`config.mk`:
```
export PLATFORM = sky130hd
export DESIGN_NAME = usr_reg
export DESIGN_NICKNAME = d
export VERILOG_FILES = /design/src/rtl/usr_reg.sv
export SDC_FILE = /design/constraint.sdc
export NUM_CORES = 1
export LEC_CHECK = 0
export ABC_AREA = 1
export CAP_MARGIN = 20
export CORE_ASPECT_RATIO = 0.9
export CORE_MARGIN = 5
export CORE_UTILIZATION = 40
export DETAILED_ROUTE_END_ITERATION = 8
export GPL_ROUTABILITY_DRIVEN = 0
export GPL_TIMING_DRIVEN = 1
export MAX_ROUTING_LAYER = met4
export PLACE_DENSITY = 0.73
export SLEW_MARGIN = 15
export SYNTH_ARGS = -nofsm -noshare
export SYNTH_HDL_FRONTEND = slang
export SYNTH_SLANG_ARGS = --single-unit
export TNS_END_PERCENT = 5
```
`constraint.sdc`:
```
create_clock -name clk -period 1.6 [get_ports clk]
set_clock_uncertainty 0.15 [all_clocks]
set_input_delay 0.24 -clock clk [delete_from_list [all_inputs] [get_ports clk]]
set_output_delay 0.24 -clock clk [all_outputs]
set_load 0.03 [all_outputs]
```
`src/rtl/usr_reg.sv`:
```
// Universal shift register with load/shift/rotate/clear/set and an N-step auto-shift sequencer.
// Build option: define USR_ROTATE_EN to enable rotate modes 100/101 (otherwise they act as hold).
module usr_reg #(
   parameter int unsigned       WIDTH   = 8,
   parameter logic [WIDTH-1:0]  RST_VAL = {WIDTH{1'b0}},
   parameter int unsigned       CNT_W   = $clog2(WIDTH + 1)
) (
   input  logic             clk,
   input  logic             rst,
   input  logic             en,
   input  logic [2:0]       mode,
   input  logic [WIDTH-1:0] d,
   input  logic             sin_l,
   input  logic             sin_r,
   input  logic             start,
   input  logic [CNT_W-1:0] shift_cnt,
   output logic [WIDTH-1:0] q,
   output logic [WIDTH-1:0] qn,
   output logic             sout_l,
   output logic             sout_r,
   output logic             busy,
   output logic             done,
   output logic             dbg_state_o
);

   typedef enum logic {IDLE = 1'b0, RUN = 1'b1} state_t;

   state_t           state_q;
   logic [WIDTH-1:0] q_q;
   logic [WIDTH-1:0] q_d;
   logic [CNT_W-1:0] cnt_q;
   logic [2:0]       mode_q;
   logic [2:0]       op_d;
   logic             done_q;
   logic             seq_mode_d;

   // Handshake: start is taken only in IDLE (en=1); busy is high while steps remain,
   // done pulses for one cycle after the last step or after a degenerate start.

   // In RUN the captured mode drives the datapath; live mode is ignored.
   always_comb begin
      op_d = (state_q == RUN) ? mode_q : mode;
      q_d  = q_q;
      case (op_d)
         3'b001:  q_d = d;
         3'b010:  q_d = {q_q[WIDTH-2:0], sin_r};
         3'b011:  q_d = {sin_l, q_q[WIDTH-1:1]};
`ifdef USR_ROTATE_EN
         3'b100:  q_d = {q_q[WIDTH-2:0], q_q[WIDTH-1]};
         3'b101:  q_d = {q_q[0], q_q[WIDTH-1:1]};
`endif
         3'b110:  q_d = {WIDTH{1'b0}};
         3'b111:  q_d = {WIDTH{1'b1}};
         default: q_d = q_q;
      endcase
   end

   always_comb begin
      seq_mode_d = (mode == 3'b010) || (mode == 3'b011);
`ifdef USR_ROTATE_EN
      seq_mode_d = seq_mode_d || (mode == 3'b100) || (mode == 3'b101);
`endif
   end

   always_ff @(posedge clk) begin
      if (rst) begin
         state_q <= IDLE;
         q_q     <= RST_VAL;
         cnt_q   <= '0;
         mode_q  <= 3'b000;
         done_q  <= 1'b0;
      end else begin
         done_q <= 1'b0;
         if (en) begin
            case (state_q)
               IDLE: begin
                  if (start) begin
                     mode_q <= mode;
                     cnt_q  <= shift_cnt;
                     if (seq_mode_d && (shift_cnt != '0)) state_q <= RUN;
                     else                                 done_q  <= 1'b1;
                  end else begin
                     q_q <= q_d;
                  end
               end
               RUN: begin
                  q_q   <= q_d;
                  cnt_q <= cnt_q - CNT_W'(1);
                  if (cnt_q == CNT_W'(1)) begin
                     state_q <= IDLE;
                     done_q  <= 1'b1;
                  end
               end
               default: state_q <= IDLE;
            endcase
         end
      end
   end

   assign q           = q_q;
   assign qn          = ~q_q;
   assign sout_l      = q_q[WIDTH-1];
   assign sout_r      = q_q[0];
   assign busy        = (state_q == RUN);
   assign done        = done_q;
   assign dbg_state_o = state_q;

endmodule

```
---- Yosys cells after proc, flatten, opt, wreduce, memory -nomap -nowiden ----
Index checks and enable logic that the tools add are counted.
storage, ports and cells
  memories kept ........................... 0
  word-level logic and storage cells ...... 40
  output and inout port bits .............. 21
  memory bits (read-only) ................. 0
  latch bits .............................. 0
  RAM bits ................................ 0
  register bits ........................... 17
operators by class
  add/sub/neg operators ................... 1
  mux-type cells .......................... 14
  reductions and logical operators ........ 7
  shift-type cells ........................ 0
  $mul .................................... 0
  $lt $le $gt $ge ......................... 0
  bitwise logic cells ..................... 3
  div/mod/pow operators ................... 0
  equality and inequality tests ........... 10
operators with widths
  operator             number
  $pmux 8 s5           1
  $pmux 8 s2           1
  $eq 3x2->1 const B   4
  $mux 8               1
  $not 8->8            1
  $pmux 4 s2           1
  $eq 3x3->1 const B   2
  $mux 1               6
  $eq 4x1->1 const B   1
  $mux 4               1
  $ne 2x2->1 const B   2
  $pmux 1 s2           2
  $reduce_and 2->1     2
  $reduce_bool 4->1    1
  $sub 4x1->4 const B  1
  $eq 3x1->1 const B   1
  $mux 3               1
  $reduce_and 3->1     1
  $not 1->1            2
  $reduce_or 2->1      1
  $logic_and 1x1->1    1
  $logic_or 1x1->1     1

---- Logic depth before layout (Yosys ltp) ----
  depth in word-level cells ............... 6
  depth in mapped cells ................... 12
  mapped depth without buffers ............ 9

---- Worst setup path before layout ----
No wires, ideal clock.
  path kind ............................... register to register
  start ................................... register state_q, in the netlist busy
  end ..................................... register q_q[0], in the netlist q[0]
  path slack .............................. -199 ps
  stages on the path, launching flop included .. 11
  arrival time ............................ 1,510 ps
  path through ............................ dfxtp_1 -> buf_6 -> inv_4 -> buf_6 -> nand2_4 -> nand2_4 -> buf_6 -> a21oi_4 -> nand3_1 -> nand2_1 -> a21oi_2
on the way
  word-level cells in the longest chain between the ends .. 5
RTL lines
  element                                   RTL line  text
  start, declared                           28        state_t state_q;
  start signal, assigned                    67        state_q <= IDLE;
  start signal, assigned                    80        if (seq_mode_d && (shift_cnt != '0)) state_q <= RUN;
  start signal, assigned                    90        state_q <= IDLE;
  $mux 3                                    42        op_d = (state_q == RUN) ? mode_q : mode;
  $eq 3x3->1, or another cell as far along  44        case (op_d)
  $pmux 8 s5                                44
  $mux 8                                    77        if (start) begin
  $pmux 8 s2                                75        case (state_q)
  end signal, assigned                      83        q_q <= q_d;
  end signal, assigned                      87        q_q <= q_d;
  end, declared                             29        logic [WIDTH-1:0] q_q;
Several ways; a longest one is shown, not always the timed one. The select of a mux whose other input is x is not followed.
A chain may end at the register's enable or synchronous reset.

---- Final worst setup path ----
  start ................................... register q_q[1], in the netlist q[1]
  end ..................................... output q[1]
RTL lines
  element        RTL line  text
  end, declared  17        output logic [WIDTH-1:0] q,
No word-level cell between the ends.

==> metrics <==
reg2reg setup slack=0.13 ns; ant diodes=0; reg-to-reg startpoint=busy; Synth area leader=dfxtp_1; critical path arrival=between 1 and 1.5 ns; Vias=1243; placed cell area=between 1500 and 2000 µm²; Multi-input gate area=between 600 and 700 µm²; CTS clk-pin slew, worst paths=0.10 ns; Critical Path End=q[1]; vias in the first global route=1161; #FFs+latches synth=17; status=completed; Synthesis Warnings=0; Pleak=0.0006902 µW; Worst-Skew Late Latency=0.29 ns; post-route ant nets=0; Layout area overhead=41.88%; Total Routed Length=2881 µm; crit-path cells=dlygate4sd2_1; Initial Utilization=0.4228; clk buf depth=2; FF+latch area=345.3 µm²; Synth Cell Area=1171 µm²; CTS Hold Bufs=0; Max Slew Vio Count=0; top area cells in the synthesized netlist=dfxtp_1 (29%), nand2_1 (12%), nor2_1 (7.4%), inv_1 (6.4%), a21oi_2 (6.0%); Sink Count=17; CTS tree=done; crit path kind=flip-flop to primary output; Hold Vio Cnt, Final=0; Final Setup Violations=0; crit path from=q[1]; most frequent cells after synthesis=nand2_1 (36), nor2_1 (23), inv_1 (20), dfxtp_1 (17), nand3_1 (12); Synth Flop Type=dfxtp_1; Bufs and invs on worst path=1; Syn Area/Cell=6.809 µm²; cell count after synthesis=172; grt ovf=0; 1st-pass router iterations=4; Port-buffer cells=41; EDFF count, synth=0; worst-margin pin slew=approximately 0.32 ns; initial antenna violation count=0; hold crit path type=flip-flop to flip-flop; sequential area share after synthesis=0.2906; WHS=0.3180 ns; CP Capture Type=primary output; r2r endpoint=q[4]; first-pass GRT wire length=4830 µm; Root Buffer=clkbuf_4; crit start category=flip-flop; I/O pin count=42; Max FO, Critical Path=5; Async SR Flop Fraction=0; Slew headroom=0.7879; final instance area=1662 µm²; most common cell in the netlist=nand2_1; Worst R2R Path Depth=8; max incr delay on CP=0.43 ns; Die W=~67 µm; NumNets Final=241; FMAX=between 600 and 700 MHz; vias per inst=4.837; final worst-path cycle share=0.9562; die area=4111 µm²; Worst path depth=1; All-Layer GR Usage=0.1561; share of cells above drive strength 1=0.1705; initial DRC count=48; Worst Path Required=between 1 and 1.5 ns; RSZ-0062 raised after global routing=true; DP Wirelength=between 2000 and 2500 µm; crit path max-delay cell type=dlygate4sd2_1; Max Cap Viol=0; htree depth=1; TritonCTS buffer count=3; critical path's top delay family=buffers and inverters; Core ar.=2770 µm²; PD cells=631.9 nW/µm²; Max VDD drop=~0.00050 V; Yosys top cell area share=0.2906; post-synth net total=approximately 200; Layout fillers=272; Period minus WS final=roughly 1.5 ns; drc violations=0; synth unique cells=25; largest net degree at the start of global routing=17; Cell Rows=18; die span in y=61.33 µm; routed length per instance=11.21 µm
per-stage QoR:
step | setup TNS [ns] | power [µW] | utilization | std cells | setup WS, ns
after floorplan | -0.008154 | 693.5 | - | 172 | -0.001165
after global placement | -0.4714 | 835.8 | 0.5962 | 253 | -0.07183
after detailed placement | -0.6677 | 844.5 | 0.5962 | 253 | -0.1009
after CTS | 0 | 1065 | 0.5967 | 257 | 0.03866
after global routing | -0.0004728 | 1130 | 0.5998 | 257 | -0.0004728
final | 0 | 1050 | 0.5998 | 257 | 0.07009
power breakdown:
group | internal, µW | leakage [µW] | total, µW | switching [µW]
Combinational | 151 | 0.000532 | 348 | 197
Sequential | 446 | 0.000140 | 469 | 22.6
Clock | 93.0 | 0.0000177 | 233 | 140
Total | 690 | 0.000690 | 1050 | 360
timing repair:
item / 4_1_cts / 5_1_grt
gates resized for setup: 21 / 6
pin swaps: 0 / 1
endpoints found under the setup margin: 21 / 9
buffers inserted: 0 / 0
worst min-delay path by stage:
stage | from | to | slack, ns | cells after the start
3_3_place_gp | cnt_q[3] | cnt_q[3] | 0.30 | 2
2_1_floorplan | rst | q[6] | 0.15 | 1
3_5_place_dp | cnt_q[3] | cnt_q[3] | 0.30 | 2
6_report | cnt_q[3] | cnt_q[3] | 0.32 | 2
5_1_grt | cnt_q[3] | cnt_q[3] | 0.34 | 2
4_1_cts | cnt_q[3] | cnt_q[3] | 0.32 | 2
cell families (layout without fill, tap and decap cells):
family / after synthesis / count (layout) / synth area share
AOI/OAI and AO/OA: 27 / 27 / 0.1549
xor gates and xnor gates: 2 / 2 / 0.01496
adders and majority gates: 2 / 2 / 0.02136
buffers and inverters: 31 / 76 / 0.1378
DFF: 17 / 17 / 0.2906
and+or+nand+nor: 93 / 93 / 0.3803
layout by cell type (no fill, tap or decap), drive strengths merged:
cell type      netlist  routed
nand2               44      44
nor2                26      26
inv                 22      22
clkdlybuf4s50        0      20
dlygate4sd2          0      17
dfxtp               17      17
a21oi               17      17
nand3               12      12
nand4                9       9
buf                  9       9
o21ai                8       8
clkdlybuf4s15        0       4
clkbuf               0       3
nor3                 2       2
xor2                 2       2
a211oi               2       2
ha                   2       2
clkinv               0       1
worst min-delay path, stage by stage (launching register included):
cell and delay (ns):
dfxtp_1 0.32, nand2_1 0.06, a21oi_1 0.05
layout make-up:
cell class	count	area share
multi-input cells	124	0.4029
repair buffers	50	0.2899
flip-flops and latches	17	0.2078
inverters	22	0.05271
well taps	40	0.03012
clock buffers	3	0.01355
clock inverters	1	0.003012
per-layer routing:
| layer | vias up | share of wire | GRT usage |
|---|---|---|---|
| li1 | 642 | - | - |
| met1 | 562 | 0.42 | 0.1783 |
| met2 | 35 | 0.51 | 0.2675 |
| met3 | 4 | 0.059 | 0.04927 |
| met4 | 0 | 0.012 | 0.03757 |
| met5 | - | 0 | - |
registers in the layout (all words and copies together) (netlist names):
| register | cells |
|---|---|
| q | 8 |
| done | 1 |
| mode_q | 3 |
| busy | 1 |
| cnt_q | 4 |
(Power assumes the default switching activity.)
